--- src/rtl/mips_mon_pkg.sv ---
// Shared types and defaults for the on-chip store monitor.
package mips_mon_pkg;

   typedef enum logic [1:0] {
      StRun  = 2'd0,
      StPass = 2'd1,
      StFail = 2'd2
   } mon_state_e;

   localparam logic [31:0] DefPassAddr  = 32'd84;
   localparam logic [31:0] DefPassData  = 32'd7;
   localparam logic [31:0] DefAllowAddr = 32'd80;

   // Each logged store is {address, data}.
   localparam int unsigned EntryW = 64;

endpackage

--- src/rtl/store_fifo.sv ---
// First-word fall-through FIFO for logged stores, with a sticky overflow flag.
module store_fifo
   import mips_mon_pkg::*;
#(
   parameter int unsigned DEPTH = 8,
   parameter int unsigned WIDTH = EntryW
) (
   input  logic             clk_i,
   input  logic             reset_i,
   input  logic             push_i,
   input  logic [WIDTH-1:0] push_entry_i,
   input  logic             pop_i,
   output logic [WIDTH-1:0] head_o,
   output logic             empty_o,
   output logic             full_o,
   output logic             overflow_o
);

   localparam int unsigned PtrW = $clog2(DEPTH);

   logic [WIDTH-1:0] mem_q [DEPTH];
   logic [PtrW-1:0]  wr_ptr_q, rd_ptr_q;
   logic [PtrW:0]    count_q;
   logic             overflow_q;
   logic             do_push, do_pop;

   assign empty_o    = (count_q == '0);
   assign full_o     = (count_q == (PtrW + 1)'(DEPTH));
   assign overflow_o = overflow_q;
   assign head_o     = empty_o ? '0 : mem_q[rd_ptr_q];

   // A push into a full FIFO still fits when the head leaves in the same cycle.
   assign do_pop  = pop_i && !empty_o;
   assign do_push = push_i && (!full_o || do_pop);

   always_ff @(posedge clk_i) begin
      if (do_push) begin
         mem_q[wr_ptr_q] <= push_entry_i;
      end
   end

   always_ff @(posedge clk_i) begin
      if (reset_i) begin
         wr_ptr_q   <= '0;
         rd_ptr_q   <= '0;
         count_q    <= '0;
         overflow_q <= 1'b0;
      end else begin
         if (do_push) begin
            wr_ptr_q <= wr_ptr_q + 1'b1;
         end
         if (do_pop) begin
            rd_ptr_q <= rd_ptr_q + 1'b1;
         end
         if (do_push && !do_pop) begin
            count_q <= count_q + 1'b1;
         end else if (!do_push && do_pop) begin
            count_q <= count_q - 1'b1;
         end
         if (push_i && !do_push) begin
            overflow_q <= 1'b1;
         end
      end
   end

endmodule

--- src/rtl/store_monitor.sv ---
// Watches the MIPS data-memory write bus, decides pass/fail, counts and logs stores.
module store_monitor
   import mips_mon_pkg::*;
#(
   parameter logic [31:0] PASS_ADDR  = DefPassAddr,
   parameter logic [31:0] PASS_DATA  = DefPassData,
   parameter logic [31:0] ALLOW_ADDR = DefAllowAddr,
   parameter int unsigned DEPTH      = 8,
   parameter int unsigned CNT_W      = 16
) (
   input  logic             clk,
   input  logic             reset,
   input  logic             memwrite,
   input  logic [31:0]      dataadr,
   input  logic [31:0]      writedata,
   output logic             done,
   output logic             pass,
   output logic             fail,
   output logic [31:0]      fail_addr,
   output logic [31:0]      fail_data,
   output logic [CNT_W-1:0] store_count,
   input  logic             rd_en,
   output logic             rd_valid,
   output logic [31:0]      rd_addr,
   output logic [31:0]      rd_data,
   output logic             empty,
   output logic             full,
   output logic             overflow
);

   mon_state_e        state_q, state_d;
   logic [31:0]       fail_addr_q, fail_data_q;
   logic [CNT_W-1:0]  count_q;
   logic              accept;
   logic [EntryW-1:0] head;

   // Only stores seen while still running are counted and logged.
   assign accept = memwrite && (state_q == StRun);

   always_comb begin
      state_d = state_q;
      if (accept) begin
         if (dataadr == PASS_ADDR && writedata == PASS_DATA) begin
            state_d = StPass;
         end else if (dataadr != ALLOW_ADDR) begin
            state_d = StFail;
         end
      end
   end

   always_ff @(posedge clk) begin
      if (reset) begin
         state_q     <= StRun;
         fail_addr_q <= '0;
         fail_data_q <= '0;
         count_q     <= '0;
      end else begin
         state_q <= state_d;
         if (accept && state_d == StFail) begin
            fail_addr_q <= dataadr;
            fail_data_q <= writedata;
         end
         if (accept && count_q != '1) begin
            count_q <= count_q + 1'b1;
         end
      end
   end

   assign done        = (state_q != StRun);
   assign pass        = (state_q == StPass);
   assign fail        = (state_q == StFail);
   assign fail_addr   = fail_addr_q;
   assign fail_data   = fail_data_q;
   assign store_count = count_q;

   store_fifo #(
      .DEPTH (DEPTH),
      .WIDTH (EntryW)
   ) u_fifo (
      .clk_i        (clk),
      .reset_i      (reset),
      .push_i       (accept),
      .push_entry_i ({dataadr, writedata}),
      .pop_i        (rd_en),
      .head_o       (head),
      .empty_o      (empty),
      .full_o       (full),
      .overflow_o   (overflow)
   );

   assign rd_valid = !empty;
   assign rd_addr  = head[63:32];
   assign rd_data  = head[31:0];

endmodule

--- config.mk ---
export PLATFORM = sky130hd
export DESIGN_NAME = store_monitor
export DESIGN_NICKNAME = d
export VERILOG_FILES = /design/src/rtl/mips_mon_pkg.sv /design/src/rtl/store_fifo.sv /design/src/rtl/store_monitor.sv
export SDC_FILE = /design/constraint.sdc
export NUM_CORES = 1
export LEC_CHECK = 0
export BUFFER_PORTS_ARGS = -buffer_cell sky130_fd_sc_hd__buf_2
export CORE_MARGIN = 4
export CORE_UTILIZATION = 53
export CTS_CLUSTER_DIAMETER = 30
export DETAILED_ROUTE_END_ITERATION = 8
export PLACE_DENSITY = 0.8
export SKIP_CTS_REPAIR_TIMING = 1
export SYNTH_ARGS = -nofsm -noshare
export SYNTH_HDL_FRONTEND = slang
export SYNTH_SLANG_ARGS = --single-unit
--- constraint.sdc ---
create_clock -name clk -period 9 [get_ports clk]
set_input_delay 0.9 -clock clk [delete_from_list [all_inputs] [get_ports clk]]
set_output_delay 0.9 -clock clk [all_outputs]
set_load 0.01 [all_outputs]
## Yosys cells after proc, flatten, opt, wreduce, memory -nomap -nowiden

Memory sizes are Yosys's and may differ from the RTL's. A register that Yosys moved wholly into a read port is not among the register bits.
Index checks and enable logic that the tools add are counted.

- Add/subtract/negate cells: 5
- Equality and inequality tests: 8
- Multiplexer cells: 10
- Reductions and logical operators: 18

Operators with widths:

| cell | number |
|---|---|
| two-way mux 64 bit | 1 |
| == test 32 x 3 -> 1 bit, second input constant | 1 |
| == test 32 x 7 -> 1 bit, second input constant | 1 |
| inequality test 32 x 7 -> 1 bit, second input constant | 1 |
| adder 16 x 1 -> 16 bit, second input constant | 1 |
| inequality test 16 bit, second input constant | 1 |
| logical AND 1 bit | 9 |
| two-way mux 4 bit | 2 |
| adder 3 x 1 -> 3 bit, second input constant | 2 |
| two-way mux 2 bit | 3 |
| two-way mux 3 bit | 2 |
| adder 4 x 1 -> 4 bit, second input constant | 1 |
| == test 2 bit, second input constant | 2 |
| == test 4 bit, second input constant | 1 |
| logical NOT 1 bit | 4 |
| logical NOT 4 bit | 1 |
| nonzero test 2 bit | 2 |
| subtractor 4 x 1 -> 4 bit, second input constant | 1 |
| == test 2 x 1 -> 1 bit, second input constant | 1 |
| logical NOT 2 bit | 1 |
| two-way mux 1 bit | 2 |
| logical OR 1 bit | 1 |

- Register bits: 93
- Bits in writable memories: 512
- Input port bits: 68
- Output and inout port bits: 151
- Word-level logic and storage cells: 50
- Memories: 1

Memories:

| name | words | width | rd ports | clocked after memory_dff | wr ports | line | source |
|---|---|---|---|---|---|---|---|
| u_fifo.mem_q | 8 | 64 | 1 | 1 | 1 | store_fifo.sv:21 | `logic [WIDTH-1:0] mem_q [DEPTH];` |

## Longest topological paths before layout

Gate-level depths: netlist (run 1).

- Word-level depth: 9
- Mapped depth: 11
- Depth with buffers taken out: 10

## Hierarchy

From an unflattened synthesis (run 1), not the netlist that was laid out.

- Cells, all modules: 1289
- Area, all modules: 23968.0 µm²

Modules (own cells, without submodules):

| module | times used | cells an instance | area an instance (µm²) | seq. area each (µm²) |
|---|---|---|---|---|
| store_fifo | 1 | 886 | 20060.5 | 15655.0 |
| store_monitor | 1 | 403 | 3907.5 | 1641.6 |

## Worst setup path after synthesis (run 1)

No wires, ideal clock.

- Path type: in2reg
- From: input memwrite
- To: memory u_fifo.mem_q[0][0] (netlist bit), enable pin
- Setup time: 565 ps
- Data arrival time: 6081 ps
- Data required time: 8435 ps
- Setup slack: 2354 ps
- Stages on the path: 5
- Buffers on the path: 1
- Cells stage by stage: nor3b_1 buf_2 o21a_1 nand2b_1 nor3_1

- Longest elaborated chain between the ends: 4

Ends and longest elaborated chain:

| item | line | source |
|---|---|---|
| start: declaration | store_monitor.sv:13 | `input logic memwrite,` |
| logical AND 1 bit | store_monitor.sv:38 | `assign accept = memwrite && (state_q == StRun);` |
| logical AND 1 bit | store_fifo.sv:34 | `assign do_push = push_i && (!full_o \|\| do_pop);` |
| named net u_fifo.do_push | store_fifo.sv:25 | `logic do_push, do_pop;` |
| two-way mux 1 bit | store_fifo.sv:37 | `if (do_push) begin` |
| two-way mux 1 bit (implied by the code) | store_fifo.sv:38 | `mem_q[wr_ptr_q] <= push_entry_i;` |
| end: declaration | store_fifo.sv:21 |  |

The timed path passes the listed nets, and every way through them passes these cells.

==> results of run 1 <==
power by group through the flow:
stage                     Clock, mW  Combinational (mW)  Sequential (mW)
after floorplan                   0                1.06             3.26
after global placement            0                1.50             3.33
after detailed placement          0                1.51             3.33
after CTS                      4.37                1.54             3.29
after global routing           4.52                1.65             3.30
final                          4.32                1.52             3.28
cell usage after synthesis, drive strengths merged, types with 2 or more instances:
library cell | instances | share of area [%]
o211ai | 3 | 0.094
nor2b | 2 | 0.052
inv | 5 | 0.079
nor4 | 12 | 0.38
nand3 | 5 | 0.10
xnor2 | 7 | 0.26
a31oi | 2 | 0.052
or4 | 2 | 0.079
o21ai | 6 | 0.13
nand2b | 133 | 3.5
nand4 | 6 | 0.16
and3 | 2 | 0.052
xor2 | 11 | 0.40
dfxtp | 96 | 8.1
and4 | 4 | 0.15
mux4 | 128 | 12
nand2 | 11 | 0.17
clkbuf | 45 | 0.71
a21oi | 9 | 0.19
nor2 | 99 | 1.6
mux2i | 131 | 5.5
or4b | 2 | 0.084
or3 | 2 | 0.052
nor3 | 3 | 0.063
ha | 6 | 0.31
edfxtp | 512 | 64
buf | 24 | 0.64
nor3b | 2 | 0.063
nor4b | 5 | 0.18
layout make-up:
class                   instances  area (um2)  area share, %
flip-flops and latches        608       17310          58.62
multi-input cells             604        6290          21.30
clock buffers                 133        2929          9.921
repair buffers                235        1221          4.136
clock inverters                73        1007          3.412
well taps                     592       740.7          2.509
inverters                       5       20.02        0.06781
diodes                          3       7.507        0.02543
sequential cells by signal, indices dropped and copies added (netlist names), 2 cells and up, named ones only:
register,cells
u_fifo.mem_q,512
fail_addr,32
u_fifo.wr_ptr_q,3
state_q,2
store_count,16
u_fifo.count_q,4
u_fifo.rd_ptr_q,3
fail_data,32
cell families after synthesis:
logic type	after synthesis	share of synthesized area [%]
buffers and inverters	74	1.431
multiplexers	259	17.58
XOR/XNOR	18	0.6607
AO/OA/AOI/OAI	26	0.6712
adder cells (fa/ha/maj)	7	0.3985
flip-flops	608	72.49
AND/OR/NAND/NOR	294	6.775
stage by stage:
| step | utilization [%] | setup WS (ns) |
|---|---|---|
| global placement | 57.72 | 4.981 |
| CTS | 66.60 | 4.334 |
| finish | 66.62 | 4.439 |
| floorplan | - | 2.354 |
| detailed placement | 57.72 | 5.037 |
| global route | 66.61 | 4.053 |
critical path: cells and delay by family, from the launching register on:
family	cells	cell delay, ns
buf+inv	2	1.03
flops	1	0.92
mux	2	0.90
simple gates	1	0.07
placed cells by master (no fill, tap or decap), types with 6 or more instances in the layout:
cell type   count
nor2_4          6
nand2b_1      133
xnor2_1         7
clkbuf_1       14
mux4_2        128
nand2_1        11
edfxtp_1      512
bufinv_16      19
ha_1            6
clkinv_4        7
clkbuf_16     110
nor2_1         93
clkinv_2       14
xor2_1         11
clkbuf_8        9
dfxtp_1        93
buf_2         217
buf_4          18
nor4_1         11
nand4_1         6
clkinv_1        6
clkinvlp_4     12
a21oi_1         8
inv_6           8
mux2i_1       131
routing by layer:
metal | vias up | wire length (um) | global-route usage (%)
met1 | 6903 | 22940 | 32.77
li1 | 5636 | - | -
met2 | 662 | 29240 | 39.65
met3 | 124 | 5180 | 6.317
met4 | 4 | 1464 | 8.227
met5 | - | 34 | 0
how the worst min path moves through the flow:
stage | cells after the start | end | start | slack, ns
after floorplan | 2 | flip-flop | u_fifo.rd_ptr_q[1]$_SDFFE_PP0N_ | 0.45
after global placement | 2 | u_fifo.overflow_o$_SDFFE_PP0P_ | u_fifo.overflow_o$_SDFFE_PP0P_ | 0.45
after detailed placement | 2 | fail_addr[0]$_SDFFE_PP0P_ | fail_addr[0]$_SDFFE_PP0P_ | 0.46
after CTS | 2 | flip-flop | u_fifo.rd_ptr_q[1]$_SDFFE_PP0N_ | 0.46
after global routing | 2 | fail_data[21]$_SDFFE_PP0P_ | fail_data[21]$_SDFFE_PP0P_ | 0.49
final | 2 | flip-flop | u_fifo.rd_ptr_q[1]$_SDFFE_PP0N_ | 0.47
==> impl_metrics.csv, run 1 <==
group,metric,value,unit
routing,viasPerCell,5.916,
worst_setup_path,path_cells,"buf_4, mux4_2, mux2i_1, nor2_1, buf_2",
sta,finalWorstPathRequiredPeriod,4.561,ns
finish,stdcell_count,2253,
grt,grt_max_degree,91,
finish,nets,1637,
die,rows,77,
sta,finalHoldViolCount,0,
worst_setup_path,cp.arrival,3.66,ns
logic_synthesis,netlist_instances,1286,
logic_synthesis,synth-main-ff-cell,"edfxtp_1",
placement,hpwl,30.46,mm
finish,fill_cells,2783,
die,pin_count,219,
sta,rsz0062_at_grt,"no",
clocking,tritoncts,"yes",
power_and_ir_drop,p_comb_share,16.7,%
power_and_ir_drop,p_sw_share,26.16,%
clocking,clk-insertion-delay-late,0.64,ns
sta,skew,0.02357,ns
grt,grt_pass1_wl,88.22,mm
sta,finalCritPeriodShare,50.67,%
placement,routabilityCongestion,0.7902,
finish,syn_to_final_growth,23.73,%
logic_synthesis,yosys_warnings,0,
worst_setup_path,required,8.10,ns
grt,grt_pass1_vias,14070,
run_status,outcome,"finished, final reports clean",
finish,fin_area,0.02952,mm2
worst_setup_path,crit_path_max_fanout,44,
worst_setup_path,cpMaxStageDelayCell,"dfxtp_4",
logic_synthesis,ys_ff_latch,608,
die,coreArea,0.04432,mm2
logic_synthesis,synth_cell_types,45,
clocking,cts_max_path_buffers,3,
power_and_ir_drop,ir_drop,0.2089,mV
power_and_ir_drop,power,9.127,mW
sta,max_freq,219.3,MHz
worst_setup_path,criticalPathCategory,"reg2out",
sta,hold_slack,0.4675,ns
logic_synthesis,synthesis.area,0.02386,mm2
worst_setup_path,ff2ff_setup_slack,5.64,ns
sta,worstMarginPinSlew,1.265,ns
placement,dp.cells,2044,
power_and_ir_drop,power.clock.fraction,47.4,%
routing,drtIter0Drc,1427,
logic_synthesis,synth_edf_count,512,
routing,antenna_left,0,
placement,placed_cell_area,0.02558,mm2
worst_hold_path,hp-class,"reg2reg",
worst_setup_path,cp-endpoint,"rd_data[25]",
routing,drc,0,
logic_synthesis,postSynthNetCount,1361,
logic_synthesis,avgSynthCellArea,18.55,um2
die,dieArea,0.04848,mm2
sta,finalMaxSlewViolations,0,
clocking,clk_pin_slew,0.05,ns
sta,max_slew_margin,15.57,%
routing,first_pass_iters,5,
worst_setup_path,r2r_end,"u_fifo.mem_q[3][49]$_DFFE_PP_",
sta,setup_violations,0,
power_and_ir_drop,p_leak,10.25,nW
sta,setup_tns,0,ns
logic_synthesis,seq_area_frac_synth,72.49,%
worst_setup_path,r2r-start,"state_q[0]$_SDFF_PP0_",
worst_setup_path,worst_setup_path_start_kind,"flip-flop",
die,start_util,53.84,%
clocking,ctsRootBufferMaster,"clkbuf_16",
routing,routed_wl,58.86,mm
placement,io_buffers,218,
routing,wl_per_cell,26.12,um
clocking,numCtsBuffers,108,
worst_setup_path,r2r_cells,6,
grt,gr-total-overflow,0,
flow_run,cap_violations,0,
grt,grt.total_usage,24.45,%
routing,dr_total_vias,13330,
grt,antenna_found_initial,5,
finish,layout-drive-gt1-share,34.08,%
die,dieHeight,220.2,um
power_and_ir_drop,power_density,309.1,mW/mm2
power_and_ir_drop,switching_power,2.388,mW
die,die_x,220.2,um
worst_setup_path,critical_path.endpoint_type,"output port",
clocking,cts.sinks,608,
power_and_ir_drop,seqPwrFrac,36.0,%
worst_setup_path,cp_slowest_stage_delay,0.92,ns
clocking,htreeDepth,3,
power_and_ir_drop,intPower,6.739,mW
logic_synthesis,ys_async_sr_fraction,0,%
No activity file was read; power rests on OpenSTA's default activity.
==> run 2: changes to the inputs <==
- ABC_AREA: unset -> 1
- PLACE_DENSITY: 0.8 -> 0.83
- clock period: 9 -> 3.8 ns (I/O delays scaled with it)
==> run 2 against run 1 <==
Net effect:
- count of clock-buffer cells in the layout is 2 higher
- combinational power grew to 3.3 times the previous value
- clock skew is 0.00081 ns lower
- core utilization is 2.2 points lower
- power is 140% higher
- sequential cell count stayed put
- sequential power is 140% higher
- sequential share of layout area is 2.2 points lower
- first-iteration DRC count is 70% higher
- global-route usage is 1.9 points higher
- via count is 41% higher
- largest cell class unchanged
==> impl_metrics.csv, run 2 <==
group,metric,value,unit
sta,max_freq,272.5,MHz
power_and_ir_drop,ir_drop,0.4763,mV
sta,max_slew_margin,33.16,%
worst_setup_path,r2r-start,"u_fifo.count_q[0]$_SDFFE_PP0P_",
worst_setup_path,r2r_cells,16,
finish,fin_area,0.03069,mm2
placement,hpwl,37.88,mm
logic_synthesis,yosysTopAreaCell,"edfxtp_1",
grt,grt_pass1_wl,104.8,mm
placement,placed_cell_area,0.02707,mm2
placement,dp.cells,3027,
clocking,cts_max_path_buffers,3,
clocking,clk-insertion-delay-late,0.64,ns
clocking,ctsRootBufferMaster,"clkbuf_16",
logic_synthesis,yosys_warnings,0,
die,rows,80,
finish,largest_register_ffs,512,
grt,grt_max_degree,216,
logic_synthesis,synth.area.top_cells,"edfxtp_1 (60%), nor2_1 (9.7%), dfxtp_1 (7.6%)",
die,die_x,227.1,um
placement,routabilityCongestion,0.8484,
routing,dr_wl_met3,7.053,mm
finish,final_common_cell,"nor2_1",
logic_synthesis,yosysMostFrequentCell,"nor2_1",
routing,wl_per_cell,21.43,um
sta,finalMaxSlewViolations,0,
routing,antenna_left,0,
worst_setup_path,cp-endpoint,"rd_data[0]",
routing,drtIter0Drc,2419,
clocking,numCtsBuffers,107,
sta,worstMarginPinSlew,1.003,ns
logic_synthesis,postSynthNetCount,2381,
clocking,clk_pin_slew,0.05,ns
flow_run,cap_violations,0,
finish,layout-drive-gt1-share,18.46,%
routing,drc,0,
logic_synthesis,synth_common_cells,"nor2_1 (655), edfxtp_1 (512), inv_1 (228)",
die,pin_count,219,
die,coreArea,0.04765,mm2
power_and_ir_drop,p_leak,11.97,nW
logic_synthesis,netlist_instances,2306,
logic_synthesis,ys_ff_latch,608,
grt,gr-total-overflow,0,
finish,nets,2596,
logic_synthesis,seq_area_frac_synth,67.97,%
worst_setup_path,required,3.42,ns
placement,post-place-ws,0.9880,ns
die,start_util,53.41,%
worst_setup_path,r2r_end,"u_fifo.count_q[3]$_SDFFE_PP0P_",
logic_synthesis,avgSynthCellArea,11.04,um2
worst_setup_path,ff2ff_setup_slack,1.06,ns
die,dieArea,0.05159,mm2
routing,wl_met2,33.02,mm
logic_synthesis,synth_cell_types,32,
sta,finalCritPeriodShare,96.59,%
finish,mostFrequentLayoutCells,"nor2_1 (649), edfxtp_1 (512), inv_1 (228)",
grt,antenna_found_initial,11,
grt,grt.total_usage,26.33,%
grt,grt_pass1_vias,18640,
logic_synthesis,synth_top_area_share,60.42,%
logic_synthesis,synthesis.area,0.02545,mm2
worst_hold_path,hp-class,"in2reg",
sta,skew,0.02276,ns
sta,setup_slack,0.1297,ns
sta,setup_violations,0,
logic_synthesis,synth_edf_count,512,
power_and_ir_drop,power_density,724.0,mW/mm2
logic_synthesis,synth-main-ff-cell,"edfxtp_1",
worst_setup_path,criticalPathCategory,"reg2out",
run_status,outcome,"finished, final reports clean",
sta,finalHoldViolCount,0,
worst_setup_path,worst_setup_path_start_kind,"flip-flop",
finish,top_register,"u_fifo.mem_q",
clocking,htreeDepth,3,
worst_setup_path,critical_path.endpoint_type,"output port",
die,dieHeight,227.1,um
routing,top_layer,"met5",
finish,syn_to_final_growth,20.62,%
worst_setup_path,crit_path_max_fanout,160,
placement,io_buffers,218,
logic_synthesis,ys_async_sr_fraction,0,%
routing,viasPerCell,5.811,
routing,routed_wl,69.39,mm
worst_setup_path,cp.arrival,3.29,ns
sta,finalWorstPathRequiredPeriod,3.670,ns
routing,first_pass_iters,6,
routing,met1_length,26.60,mm
clocking,tritoncts,"yes",
finish,stdcell_count,3238,
clocking,cts.sinks,608,
routing,dr_total_vias,18820,
[run 2: changes by cell type after synthesis, sizes merged, moves of 131 or more]
cell    before  now
o21ai        6  207
nand2b     133    0
nand2       11  201
inv          5  230
nor2        99  655
mux2i      131    0
[run 2: worst min path at each step]
stage                                                from                            end  slack (ns)  cells past startpoint
after CTS                                    writedata[0]   u_fifo.mem_q[6][0]$_DFFE_PP_        0.02                      1
after global routing                         writedata[0]   u_fifo.mem_q[6][0]$_DFFE_PP_        0.05                      1
after global placement    u_fifo.rd_ptr_q[2]$_SDFFE_PP0N_                      flip-flop        0.44                      2
after floorplan           u_fifo.rd_ptr_q[2]$_SDFFE_PP0N_                      flip-flop        0.43                      2
after detailed placement  u_fifo.rd_ptr_q[2]$_SDFFE_PP0N_                      flip-flop        0.46                      2
final                                         dataadr[18]  u_fifo.mem_q[0][50]$_DFFE_PP_        0.05                      1
[run 2: layer usage]
metal / vias to the layer above / global-route usage [%]
met4: 8 / 12.86
met3: 184 / 6.099
met5: - / 0
met2: 1095 / 42.01
met1: 9112 / 34.39
li1: 8416 / -
[run 2: area by class of cell]
class | count | area [um2]
Clock inverter | 69 | 749.5
Multi-Input combinational cell | 1323 | 6616
Fill cell | 3361 | 16950
Sequential cell | 608 | 17310
Timing Repair Buffer | 249 | 1499
Antenna cell | 7 | 17.52
Tap cell | 615 | 769.5
Inverter | 232 | 880.8
Clock buffer | 135 | 2854
[run 2: stage by stage]
stage / utilization, % / setup TNS (ns) / power [mW] / hold slack, ns
after floorplan: - / -93.78 / 11.09 / 0.4334
after global placement: 56.82 / 0 / 12.63 / 0.4363
after detailed placement: 56.82 / 0 / 12.81 / 0.4601
after CTS: 64.39 / 0 / 22.25 / 0.02179
after global routing: 64.42 / -0.01212 / 23.11 / 0.05147
final: 64.42 / 0 / 22.22 / 0.05169
[run 2: power breakdown]
part	switching, mW	leakage, nW	internal (mW)
combinational	3.28	4.79	1.71
clock	3.28	1.75	6.15
sequential	0.264	5.43	7.54
total	6.83	12.0	15.4
[run 2: critical path, cell delays in order (launching register included)]
cell and delay [ns]:
dfxtp_4 0.49, inv_8 0.69, buf_4 0.39, nor2_1 0.10
o32ai_1 0.33, nor2_1 0.07, nor2_1 0.25, buf_2 0.18
[run 2: cells by family (layout without fill, tap and decap cells)]
logic type      Yosys count  count (layout)  synth area share [%]
buf+inv                 375             685                 6.436
simple gates            956             956                 14.97
xor+xnor                  6               6                0.2065
compound gates          354             354                 10.04
other cells               0               7                     0
fa+ha+maj                 7               7                0.3737
flops                   608             608                 67.97
